$ cat src/rtl/march_bist_ctrl.sv
// March C- BIST controller driving a single-port synchronous RAM (1-cycle read latency).
// Internal address counter and comparator; first-fail diagnostics, saturating fail count.
module march_bist_ctrl #(
   parameter int ADDR_W = 4,
   parameter int DATA_W = 8,
   parameter int CNT_W  = 8
) (
   input  logic              clk,
   input  logic              rst,
   input  logic              start_i,
   input  logic              stop_on_fail_i,
   output logic [ADDR_W-1:0] mem_addr_o,
   output logic              mem_we_o,
   output logic              mem_re_o,
   output logic [DATA_W-1:0] mem_wdata_o,
   input  logic [DATA_W-1:0] mem_rdata_i,
   output logic              busy_o,
   output logic              done_o,
   output logic              fail_o,
   output logic [ADDR_W-1:0] fail_addr_o,
   output logic [2:0]        fail_elem_o,
   output logic [DATA_W-1:0] fail_syn_o,
   output logic [CNT_W-1:0]  fail_count_o
);

   localparam logic [2:0] S_IDLE     = 3'd0;
   localparam logic [2:0] S_W_ONLY   = 3'd1;
   localparam logic [2:0] S_RD       = 3'd2;
   localparam logic [2:0] S_CMP_WR   = 3'd3;
   localparam logic [2:0] S_CMP_ONLY = 3'd4;
   localparam logic [2:0] S_DONE     = 3'd5;

   localparam logic [ADDR_W-1:0] ADDR_LAST = '1;
   localparam logic [2:0]        ELEM_LAST = 3'd5;

   logic [2:0]        state_q, state_d;
   logic [2:0]        elem_q, elem_d;
   logic [ADDR_W-1:0] addr_q, addr_d;
   logic              stop_q, stop_d;
   logic              fail_q, fail_d;
   logic [ADDR_W-1:0] fail_addr_q, fail_addr_d;
   logic [2:0]        fail_elem_q, fail_elem_d;
   logic [DATA_W-1:0] fail_syn_q, fail_syn_d;
   logic [CNT_W-1:0]  fail_cnt_q, fail_cnt_d;

   logic              down;
   logic              addr_last;
   logic [DATA_W-1:0] exp_bg;
   logic [DATA_W-1:0] syndrome;
   logic              mismatch;
   logic [2:0]        next_elem;
   logic [ADDR_W-1:0] next_start_addr;

   // E3/E4 walk downwards; E2/E4 expect the all-ones background
   assign down            = (elem_q == 3'd3) || (elem_q == 3'd4);
   assign addr_last       = down ? (addr_q == '0) : (addr_q == ADDR_LAST);
   assign exp_bg          = ((elem_q == 3'd2) || (elem_q == 3'd4)) ? '1 : '0;
   assign syndrome        = mem_rdata_i ^ exp_bg;
   assign mismatch        = ((state_q == S_CMP_WR) || (state_q == S_CMP_ONLY)) && (syndrome != '0);
   assign next_elem       = elem_q + 3'd1;
   assign next_start_addr = ((next_elem == 3'd3) || (next_elem == 3'd4)) ? ADDR_LAST : '0;

   always_comb begin
      state_d     = state_q;
      elem_d      = elem_q;
      addr_d      = addr_q;
      stop_d      = stop_q;
      fail_d      = fail_q;
      fail_addr_d = fail_addr_q;
      fail_elem_d = fail_elem_q;
      fail_syn_d  = fail_syn_q;
      fail_cnt_d  = fail_cnt_q;

      case (state_q)
         S_IDLE, S_DONE: begin
            if (start_i) begin
               state_d     = S_W_ONLY;
               elem_d      = 3'd0;
               addr_d      = '0;
               stop_d      = stop_on_fail_i;
               fail_d      = 1'b0;
               fail_addr_d = '0;
               fail_elem_d = 3'd0;
               fail_syn_d  = '0;
               fail_cnt_d  = '0;
            end
         end
         S_W_ONLY: begin
            if (addr_last) begin
               elem_d  = 3'd1;
               addr_d  = '0;
               state_d = S_RD;
            end else begin
               addr_d = addr_q + 1'b1;
            end
         end
         S_RD: begin
            state_d = (elem_q == ELEM_LAST) ? S_CMP_ONLY : S_CMP_WR;
         end
         S_CMP_WR, S_CMP_ONLY: begin
            if (mismatch) begin
               if (fail_cnt_q != '1) begin
                  fail_cnt_d = fail_cnt_q + 1'b1;
               end
               if (!fail_q) begin
                  fail_d      = 1'b1;
                  fail_addr_d = addr_q;
                  fail_elem_d = elem_q;
                  fail_syn_d  = syndrome;
               end
            end
            // the pending write of this cycle still happens; only sequencing stops
            if (mismatch && stop_q) begin
               state_d = S_DONE;
            end else if (addr_last) begin
               if (elem_q == ELEM_LAST) begin
                  state_d = S_DONE;
               end else begin
                  elem_d  = next_elem;
                  addr_d  = next_start_addr;
                  state_d = S_RD;
               end
            end else begin
               addr_d  = down ? (addr_q - 1'b1) : (addr_q + 1'b1);
               state_d = S_RD;
            end
         end
         default: state_d = S_IDLE;
      endcase
   end

   always_ff @(posedge clk or posedge rst) begin
      if (rst) begin
         state_q     <= S_IDLE;
         elem_q      <= 3'd0;
         addr_q      <= '0;
         stop_q      <= 1'b0;
         fail_q      <= 1'b0;
         fail_addr_q <= '0;
         fail_elem_q <= 3'd0;
         fail_syn_q  <= '0;
         fail_cnt_q  <= '0;
      end else begin
         state_q     <= state_d;
         elem_q      <= elem_d;
         addr_q      <= addr_d;
         stop_q      <= stop_d;
         fail_q      <= fail_d;
         fail_addr_q <= fail_addr_d;
         fail_elem_q <= fail_elem_d;
         fail_syn_q  <= fail_syn_d;
         fail_cnt_q  <= fail_cnt_d;
      end
   end

   assign mem_addr_o   = addr_q;
   assign mem_we_o     = (state_q == S_W_ONLY) || (state_q == S_CMP_WR);
   assign mem_re_o     = (state_q == S_RD);
   assign mem_wdata_o  = (state_q == S_CMP_WR) ? ~exp_bg : '0;
   assign busy_o       = (state_q != S_IDLE) && (state_q != S_DONE);
   assign done_o       = (state_q == S_DONE);
   assign fail_o       = fail_q;
   assign fail_addr_o  = fail_addr_q;
   assign fail_elem_o  = fail_elem_q;
   assign fail_syn_o   = fail_syn_q;
   assign fail_count_o = fail_cnt_q;

endmodule

$ cat config.mk
export PLATFORM = sky130hd
export DESIGN_NAME = march_bist_ctrl
export DESIGN_NICKNAME = d
export VERILOG_FILES = /design/src/rtl/march_bist_ctrl.sv
export SDC_FILE = /design/constraint.sdc
export NUM_CORES = 1
export LEC_CHECK = 0
export ABC_CLOCK_PERIOD_IN_PS = 6200
export CAP_MARGIN = 20
export CELL_PAD_IN_SITES_DETAIL_PLACEMENT = 0
export CELL_PAD_IN_SITES_GLOBAL_PLACEMENT = 2
export CORE_MARGIN = 2
export CORE_UTILIZATION = 32
export DETAILED_ROUTE_END_ITERATION = 8
export GPL_TIMING_DRIVEN = 0
export PLACE_DENSITY = 0.87
export SLEW_MARGIN = 15
export SYNTH_ARGS = -nofsm -noshare
export SYNTH_HDL_FRONTEND = slang
export SYNTH_SLANG_ARGS = --single-unit
$ cat constraint.sdc
create_clock -name clk -period 6.2 [get_ports clk]
set_input_delay 0.93 -clock clk [delete_from_list [all_inputs] [get_ports clk]]
set_output_delay 0.93 -clock clk [all_outputs]
set_load 0.01 [all_outputs]
**Word-level counts from Yosys, hierarchy flattened**

Cells that the tools add are included.

- Register bits after elaboration: 35
- Output and inout bits: 40
- Logic and storage cells: 101
- Input bits: 12

- Reduce and logical (&&, ||, !) cells: 23
- Multiplexer cells: 40
- Bitwise logic cells: 2
- Add/sub/neg operators: 4
- Equality and inequality tests: 23

Operators by type and width:

| cell | number |
|---|---|
| two-way mux 8 bit | 7 |
| two-way mux 3 bit | 13 |
| two-way mux 4 bit | 9 |
| case mux 8 bit (2 select lines) | 2 |
| != test 2 bit, second input constant | 8 |
| == test 3 x 2 -> 1 bit, second input constant | 5 |
| == test 3 bit, second input constant | 5 |
| case mux 3 bit (4 select lines) | 1 |
| case mux 4 bit (3 select lines) | 1 |
| AND reduction 4 bit | 3 |
| case mux 3 bit (3 select lines) | 1 |
| adder 8 x 1 -> 8 bit, second input constant | 1 |
| != test 8 bit, second input constant | 1 |
| inverter 8 bit | 1 |
| case mux 4 bit (2 select lines) | 1 |
| nonzero test 8 bit | 1 |
| XOR 8 bit | 1 |
| != test 3 bit, second input constant | 2 |
| case mux 3 bit (2 select lines) | 1 |
| AND reduction 6 bit | 1 |
| nonzero test 3 bit | 2 |
| logical OR 1 bit | 5 |
| adder 4 x 1 -> 4 bit, second input constant | 1 |
| == test 4 bit, second input constant | 1 |
| 12 further kinds | 18 |

**Longest topological paths before layout**

Gate-level depths: netlist of the first run.

- Depth in word-level cells: 9
- Mapped depth: 9
- Gate-level depth less buffers: 7

**Worst setup path before layout of the first run**

No wires, ideal clock.

- Kind: flip-flop to output port
- Start point: register elem_q[0]
- End point: output mem_wdata_o[1]
- Arrival: 1496 ps
- Cell stages (with the launch flop): 7
- Slack: 3774 ps
- Data required time: 5270 ps
- Buffers on the path: 2
- Cell sequence: dfrtp_1 -> inv_1 -> ha_1 -> mux2i_1 -> buf_6 -> and2_1 -> buf_4

- Word-level cells in the longest chain between the ends: 5
- Elaborated cells on any way between the ends: 6
- Those cells by class: eq/ne: 2; mux: 2; bitwise: 1; reduce/logical: 1

RTL lines:

| element | RTL line | RTL |
|---|---|---|
| start, declared | 37 | `logic [2:0] elem_q, elem_d;` |
| start signal, assigned | 145 | `elem_q <= elem_d;` |
| == test 3 x 2 -> 1 bit or == test 3 bit (tied branches) | 57 | `assign exp_bg = ((elem_q == 3'd2) \|\| (elem_q == 3'd4)) ? '1 : '0;` |
| logical OR 1 bit * | 57 |  |
| two-way mux 8 bit * | 57 |  |
| inverter 8 bit * | 159 | `assign mem_wdata_o = (state_q == S_CMP_WR) ? ~exp_bg : '0;` |
| two-way mux 8 bit * | 159 |  |
| end, declared | 15 | `output logic [DATA_W-1:0] mem_wdata_o,` |

Mark *: on every way between the ends. The rest lies on a longest branch, timed or not.

**Final worst setup path of the first run**

- Start point: register elem_q[0]
- End point: output mem_wdata_o[3]

The elaborated chain is that of the path after synthesis.

==> results by group, run 1 <==
Synthesis
  • Most frequent cells after synthesis: nand2_1, dfrtp_1, o21ai_0
  • Cell variety after synth: 50
  • Mapped Cells: 253
  • Syn Area/Cell: 8.847 µm²
  • Cell taking the most area after synthesis: dfrtp_1
  • Synth top area cells: dfrtp_1, nand2_1, o21ai_0
  • Area share of the largest cell type after synthesis: 39.13%
  • Register bit total from synthesis: 35
  • Most frequent cell after synthesis: nand2_1
  • Ys flop type: dfrtp_1
  • Post-synth EDFFs: 0
  • Syn nets: 273
  • Register area share after synthesis: 39.13%
  • Yosys warns: 0
  • Synth async-reset ratio: 100.0%
  • Mapped Area: 2238 µm²

Timing
  • Slew Limit Fails: 0
  • Slew headroom: 39.31%
  • Worst Tran Pin Value: 0.9079 ns
  • Final worst path period share: 54.24%
  • Post-route setup slack: 2.837 ns
  • Crit path time final: 3.363 ns
  • Max Freq: 297.4 MHz
  • Final hold violations: 0
  • Layout Skew: 0.008192 ns
  • RSZ-0062 raised after global routing: no
  • Final setup fails: 0
  • Final TNS setup: 0 ns

Clocking
  • Clock Latency Late Sink: 0.29 ns
  • Clk buf depth: 2
  • Post-CTS Setup Bufs: 0
  • Post_cts resized: 0
  • CTS clk-pin slew, worst paths: 0.08 ns
  • Clk sinks: 35
  • H-Tree Depth: 2
  • Hold_buf cts: 0
  • Clock root buffer: clkbuf_8
  • TritonCTS clock tree: yes
  • Clock buffer count from CTS: 5

Setup path
  • CP max stage delay: 0.53 ns
  • Worst Path Arrival: 2.43 ns
  • Critical path type: flip-flop to output port
  • Req. time, crit path: 5.27 ns
  • Crit end category: output port
  • Reg2reg end: elem_q[0]
  • Reg-to-reg startpoint: mem_addr_o[0]
  • CP cell instances: inv_1 > ha_1 > mux2i_1 > buf_6 > and2_1 > buf_4 > clkdlybuf4s50_1
  • Worst setup SP type: flip-flop
  • Reg2reg path depth: 7
  • Crit path max fanout: 10
  • Critical Path Slowest Stage Cell: clkdlybuf4s50_1
  • R2R Setup Slk: 3.69 ns

Detailed routing
  • WL per Instance: 13.83 µm
  • Via density per instance: 4.956
  • Vias post-DR: 2027
  • DRT Pass-1 Iters: 4
  • Routed Antenna Nets: 0
  • Post-route DRC violation count: 0
  • Iter 0 DRT Violations: 84
  • Total Wirelength: 5655 µm

Place
  • Pre-CTS WS: 2.909 ns
  • Placed Cells: 401
  • HPWL Detailed: 4152 µm
  • PortBufs: 51
  • Routability cong.: 0.7932

Global routing
  • First-pass GRT wire length: 9466 µm
  • Grt ovf: 0
  • Number of global-route vias before repair: 1925
  • Largest net degree at the start of global routing: 21
  • GRT Overall Usage: 15.40%
  • Initial antenna violation count: 0

Worst hold path
  • Worst Hold Depth: 2
  • Min-delay src: fail_addr_o[0]
  • Hold crit path type: flip-flop to flip-flop
  • WHS Endpoint: fail_addr_o[0]

Power
  • Leak pwr: 0.001248 µW
  • Clock share of power: 18.2%
  • Pwr dens: 397.4 nW/µm²
  • Internal power: 737.4 µW
  • Sw power: 460.6 µW
  • Peak VDD IR: 0.1528 mV
  • Comb power frac: 52.5%
  • Sequential Power Share: 29.4%
  • Final Power: 1198 µW
  • Sw Share: 38.45%

Die
  • Starting Density: 32.95%
  • DIE HEIGHT: 87.64 µm
  • Die Width: 87.64 µm
  • Num ports: 52
  • Core area: 6794 µm²
  • Row count: 30
  • Die area: 7680 µm²

Cells and area
  • Share of cells above drive strength 1: 10.86%
  • Finished Layout Cells: 409
  • Layout Nets: 332
  • Ant. Diodes: 0
  • Layout area overhead: 34.66%

Status
  • Status: completed

Job
  • Max-cap viol count: 0
[sequential cells by signal, indices dropped and copies added, names as in the netlist]
signal and cells:
mem_addr_o 4, stop_q 1, fail_count_o 8, fail_elem_o 3, fail_syn_o 8, fail_addr_o 4, elem_q 3, fail_o 1
state_q 3
[metrics by stage]
step | instance area, µm² | hold WS [ns] | util [%]
floorplan | 2238 | 0.5001 | -
global placement | 2869 | 0.4940 | 42.23
detailed placement | 2897 | 0.5106 | 42.63
CTS | 3014 | 0.5326 | 44.36
global route | 3014 | 0.5424 | 44.36
finish | 3014 | 0.5222 | 44.36
[area by class of cell]
| type | instances | area [µm²] |
|---|---|---|
| clock buffers | 6 | 82.58 |
| inverters | 9 | 33.78 |
| fillers | 688 | 3780 |
| multi-input cells | 189 | 1200 |
| well taps | 96 | 120.1 |
| repair buffers | 52 | 538.0 |
| plain buffers | 20 | 128.9 |
| flip-flops and latches | 35 | 875.8 |
| clock inverters | 2 | 35.03 |
[critical path, delay by kind of cell, from the launching register on]
family	cells	cell delay, ns
adder cells (fa/ha/maj)	1	0.24
buffers and inverters	4	0.98
flip-flops	1	0.44
multiplexers	1	0.22
AND/OR/NAND/NOR	1	0.28
[worst max-delay path by stage]
stage,startpoint,endpoint,slack (ns),depth (start not counted)
final,elem_q[0],mem_wdata_o[3],2.84,7
after CTS,elem_q[0],mem_wdata_o[6],2.78,7
after global routing,elem_q[0],mem_wdata_o[6],2.60,7
after floorplan,elem_q[0],mem_wdata_o[1],3.77,6
after global placement,start_i,elem_q[0],2.91,5
after detailed placement,start_i,elem_q[0],2.91,5
[per-layer routing]
layer	wire length (µm)	part of all wire [%]	vias up	global-route usage, %
li1	-	-	1011	-
met1	2833	50	975	21.62
met2	2582	46	36	24.31
met3	172	3.0	5	2.545
met4	65	1.1	0	4.755
met5	0	0	-	0
[cell families after synthesis]
family	Yosys count	synth area share, %
mux	10	4.695
compound gates	62	17.55
flops	35	39.13
fa+ha+maj	8	4.472
simple gates	99	22.97
buf+inv	29	7.266
xor+xnor	10	3.913
[power groups by stage]
stage                     registers [µW]  clock network, µW  logic, µW
after CTS                            352                222        637
after floorplan                      366                  0        364
after global routing                 362                232        705
final                                352                218        629
after global placement               355                  0        629
after detailed placement             356                  0        634
[placed cells by master (no fill, tap or decap), types with 3 or more instances in the layout]
| cell | netlist | routed |
|---|---|---|
| clkdlybuf4s50_1 | 0 | 51 |
| nand2_1 | 47 | 47 |
| dfrtp_1 | 35 | 35 |
| o21ai_0 | 26 | 26 |
| xnor2_1 | 10 | 10 |
| buf_4 | 8 | 8 |
| inv_1 | 9 | 8 |
| ha_1 | 8 | 8 |
| nor2_1 | 7 | 7 |
| nor3_1 | 7 | 7 |
| clkbuf_1 | 7 | 7 |
| o31ai_1 | 7 | 7 |
| mux2i_1 | 6 | 6 |
| a21oi_1 | 6 | 6 |
| clkbuf_8 | 0 | 6 |
| and3_1 | 5 | 5 |
| nor4_1 | 4 | 4 |
| o211ai_1 | 4 | 4 |
| nand3_1 | 4 | 4 |
| buf_6 | 3 | 3 |
| nand4_1 | 3 | 3 |
| and2_1 | 3 | 3 |
| a31oi_1 | 3 | 3 |
| or4_1 | 3 | 3 |
| mux2_2 | 3 | 3 |
| a211oi_1 | 3 | 3 |
| o21bai_1 | 3 | 3 |
Note: power is estimated with default switching activity, not from simulation.
==> run 2: changes to the inputs <==
--- a/config.mk
+++ b/config.mk
@@ -5,15 +5,15 @@
 export SDC_FILE = /design/constraint.sdc
 export NUM_CORES = 1
 export LEC_CHECK = 0
-export ABC_CLOCK_PERIOD_IN_PS = 6200
+export ABC_CLOCK_PERIOD_IN_PS = 3200
 export CAP_MARGIN = 20
 export CELL_PAD_IN_SITES_DETAIL_PLACEMENT = 0
 export CELL_PAD_IN_SITES_GLOBAL_PLACEMENT = 2
 export CORE_MARGIN = 2
-export CORE_UTILIZATION = 32
+export CORE_UTILIZATION = 30
 export DETAILED_ROUTE_END_ITERATION = 8
 export GPL_TIMING_DRIVEN = 0
-export PLACE_DENSITY = 0.87
+export PLACE_DENSITY = 0.83
 export SLEW_MARGIN = 15
 export SYNTH_ARGS = -nofsm -noshare
 export SYNTH_HDL_FRONTEND = slang
==> constraint.sdc (replaced) <==
create_clock -name clk -period 3.2 [get_ports clk]
set_input_delay 0.48 -clock clk [delete_from_list [all_inputs] [get_ports clk]]
set_output_delay 0.48 -clock clk [all_outputs]
set_load 0.01 [all_outputs]
==> results by group, run 2 (same netlist as run 1, synthesis figures left out) <==
Global routing
  • Number of global-route vias before repair: 2002 (+4.0%)
  • Initial antenna violation count: 0 (unchanged)
  • Largest net degree at the start of global routing: 34 (+62%)
  • Grt ovf: 0 (unchanged)
  • First-pass GRT wire length: 9577 µm (+1.2%)
  • GRT Overall Usage: 14.35% (-1.1 points)

Timing
  • Layout Skew: 0.004439 ns (-0.003753 ns)
  • Worst Tran Pin Value: 0.8448 ns (-0.06311 ns)
  • Max Freq: 339.7 MHz
  • Final setup fails: 0 (unchanged)
  • Post-route setup slack: 0.2560 ns (-2.581 ns)
  • Slew Limit Fails: 0 (unchanged)
  • Slew headroom: 43.53% (+4.2 points)
  • RSZ-0062 raised after global routing: no
  • Final TNS setup: 0 ns (unchanged)
  • Crit path time final: 2.944 ns
  • Final worst path period share: 92.00%
  • Final hold violations: 0 (unchanged)

Clocking
  • TritonCTS clock tree: yes
  • CTS clk-pin slew, worst paths: 0.07 ns (about the same)
  • Clock root buffer: clkbuf_8
  • Clk buf depth: 2 (unchanged)
  • Post-CTS Setup Bufs: 0 (unchanged)
  • Hold_buf cts: 0 (unchanged)
  • H-Tree Depth: 2 (unchanged)
  • Post_cts resized: 0 (unchanged)
  • Clk sinks: 35 (unchanged)
  • Clock buffer count from CTS: 5 (unchanged)
  • Clock Latency Late Sink: 0.29 ns (about the same)

Detailed routing
  • Routed wl met2: 2607 µm (+0.97%)
  • DRT Pass-1 Iters: 4 (unchanged)
  • WL per Instance: 13.83 µm (about the same)
  • Post-route DRC violation count: 0 (unchanged)
  • Via density per instance: 4.951 (about the same)
  • Routed Antenna Nets: 0 (unchanged)
  • Met3 Wirelength: 277 µm (+61%)
  • Top Layer Used: met4
  • Total Wirelength: 5698 µm (+0.76%)
  • Metal-1 WL: 2730 µm (-3.6%)
  • Iter 0 DRT Violations: 70 (-17%)
  • Vias post-DR: 2040 (+0.64%)

Worst hold path
  • Hold crit path type: primary input to asynchronous set/reset pin

Die
  • Num ports: 52 (unchanged)
  • Core area: 7253 µm² (+6.8%)
  • Die area: 8169 µm² (+6.4%)
  • Die Width: 90.38 µm (+3.1%)
  • DIE HEIGHT: 90.38 µm (+3.1%)
  • Row count: 31 (+3.3%)
  • Starting Density: 30.86% (-2.1 points)

Cells and area
  • Layout area overhead: 34.66% (unchanged)
  • Most frequent cells in the layout: clkdlybuf4s50_1, nand2_1, dfrtp_1, o21ai_0, xnor2_1
  • Ant. Diodes: 0 (unchanged)
  • Share of cells above drive strength 1: 10.86% (unchanged)
  • Finished Layout Cells: 412 (+0.73%)
  • Most common cell after layout, fill and taps aside: clkdlybuf4s50_1
  • Fin area: 3014 µm² (unchanged)
  • # fillers: 766 (+11%)
  • Layout Nets: 332 (unchanged)

Place
  • Placement Cell Area: 2893 µm² (-0.13%)
  • HPWL Detailed: 4159 µm (+0.16%)
  • PortBufs: 51 (unchanged)
  • Pre-CTS WS: 0.3510 ns (-2.558 ns)
  • Routability cong.: 0.7983 (+0.64%)
  • Placed Cells: 404 (+0.75%)

Setup path
  • Critical Path Slowest Stage Cell: clkdlybuf4s50_1
  • Worst setup SP type: flip-flop
  • Top delay family on crit path: buffers and inverters
  • Crit path max fanout: 10 (unchanged)
  • Critical path type: flip-flop to output port
  • CP cell instances: inv_1 > ha_1 > mux2i_1 > buf_6 > and2_1 > buf_4 > clkdlybuf4s50_1
  • CP max stage delay: 0.53 ns (about the same)
  • Reg2reg path depth: 7 (unchanged)
  • Req. time, crit path: 2.72 ns (-2.55 ns)
  • Worst Path Arrival: 2.46 ns (+0.03 ns)
  • Buf/Inv on CP: 4 (unchanged)
  • Crit end category: output port
  • Crit path depth: 7 (unchanged)

Power
  • Peak VDD IR: 0.3300 mV (+120%)
  • Pwr dens: 773.0 nW/µm² (+95%)
  • Leak pwr: 0.001246 µW (-0.21%)

Job
  • Max-cap viol count: 0 (unchanged)

Status
  • Status: completed
==> run 2: path summary, 6_finish.rpt <==
| path | endpoint | from | slack (ns) |
|---|---|---|---|
| hold / removal | fail_syn_o[0] | rst | 0.36 |
| setup reg to reg | elem_q[0] | mem_addr_o[0] | 0.69 |
| setup / recovery | mem_wdata_o[3] | elem_q[0] | 0.26 |
| max in group asynchronous | stop_q | rst | 2.46 |
| hold reg to reg | fail_o | fail_o | 0.51 |
| min in group clk | fail_o | fail_o | 0.51 |
==> run 2: area by class of cell <==
type | instances | area (µm²) | area share [%]
clock inverters | 2 | 38.79 | 1.287
repair buffers | 52 | 530.5 | 17.60
multi-input cells | 189 | 1200 | 39.81
inverters | 9 | 33.78 | 1.121
plain buffers | 20 | 128.9 | 4.276
flip-flops and latches | 35 | 875.8 | 29.06
clock buffers | 6 | 82.58 | 2.740
well taps | 99 | 123.9 | 4.110
==> run 2: worst reg2reg max path, cell delays in order (launching register included) <==
cell	delay [ns]
dfrtp_1	0.48
inv_1	0.12
ha_1	0.13
or3b_2	0.45
mux2i_1	0.43
o22ai_1	0.20
nor2_1	0.24
mux2_1	0.35
==> run 2: per-layer routing <==
layer	vias up	global-route usage (%)
met3	6	2.922
met2	52	23.75
met5	-	0
met1	971	18.81
met4	0	4.615
li1	1011	-
==> run 2: per-stage QoR <==
stage / utilization [%] / hold slack (ns) / power [µW]
floorplan: - / 0.5001 / 1414
global placement: 39.61 / 0.4883 / 1905
detailed placement: 39.88 / 0.4929 / 1921
CTS: 41.56 / 0.3640 / 2361
global route: 41.56 / 0.3646 / 2517
finish: 41.56 / 0.3646 / 2330
==> run 2: power breakdown <==
part | switching [µW] | total, µW | internal [µW]
sequential | 112 | 681 | 569
combinational | 613 | 1220 | 607
clock | 172 | 429 | 256
total | 898 | 2330 | 1430
==> run 3: changes to the inputs <==
--- a/config.mk
+++ b/config.mk
@@ -12,6 +12,7 @@
 export CORE_MARGIN = 2
 export CORE_UTILIZATION = 30
 export DETAILED_ROUTE_END_ITERATION = 8
+export GPL_ROUTABILITY_DRIVEN = 0
 export GPL_TIMING_DRIVEN = 0
 export PLACE_DENSITY = 0.83
 export SLEW_MARGIN = 15
==> results of run 3 <==
The final DEF is identical to that of run 2; final timing and power are the same.
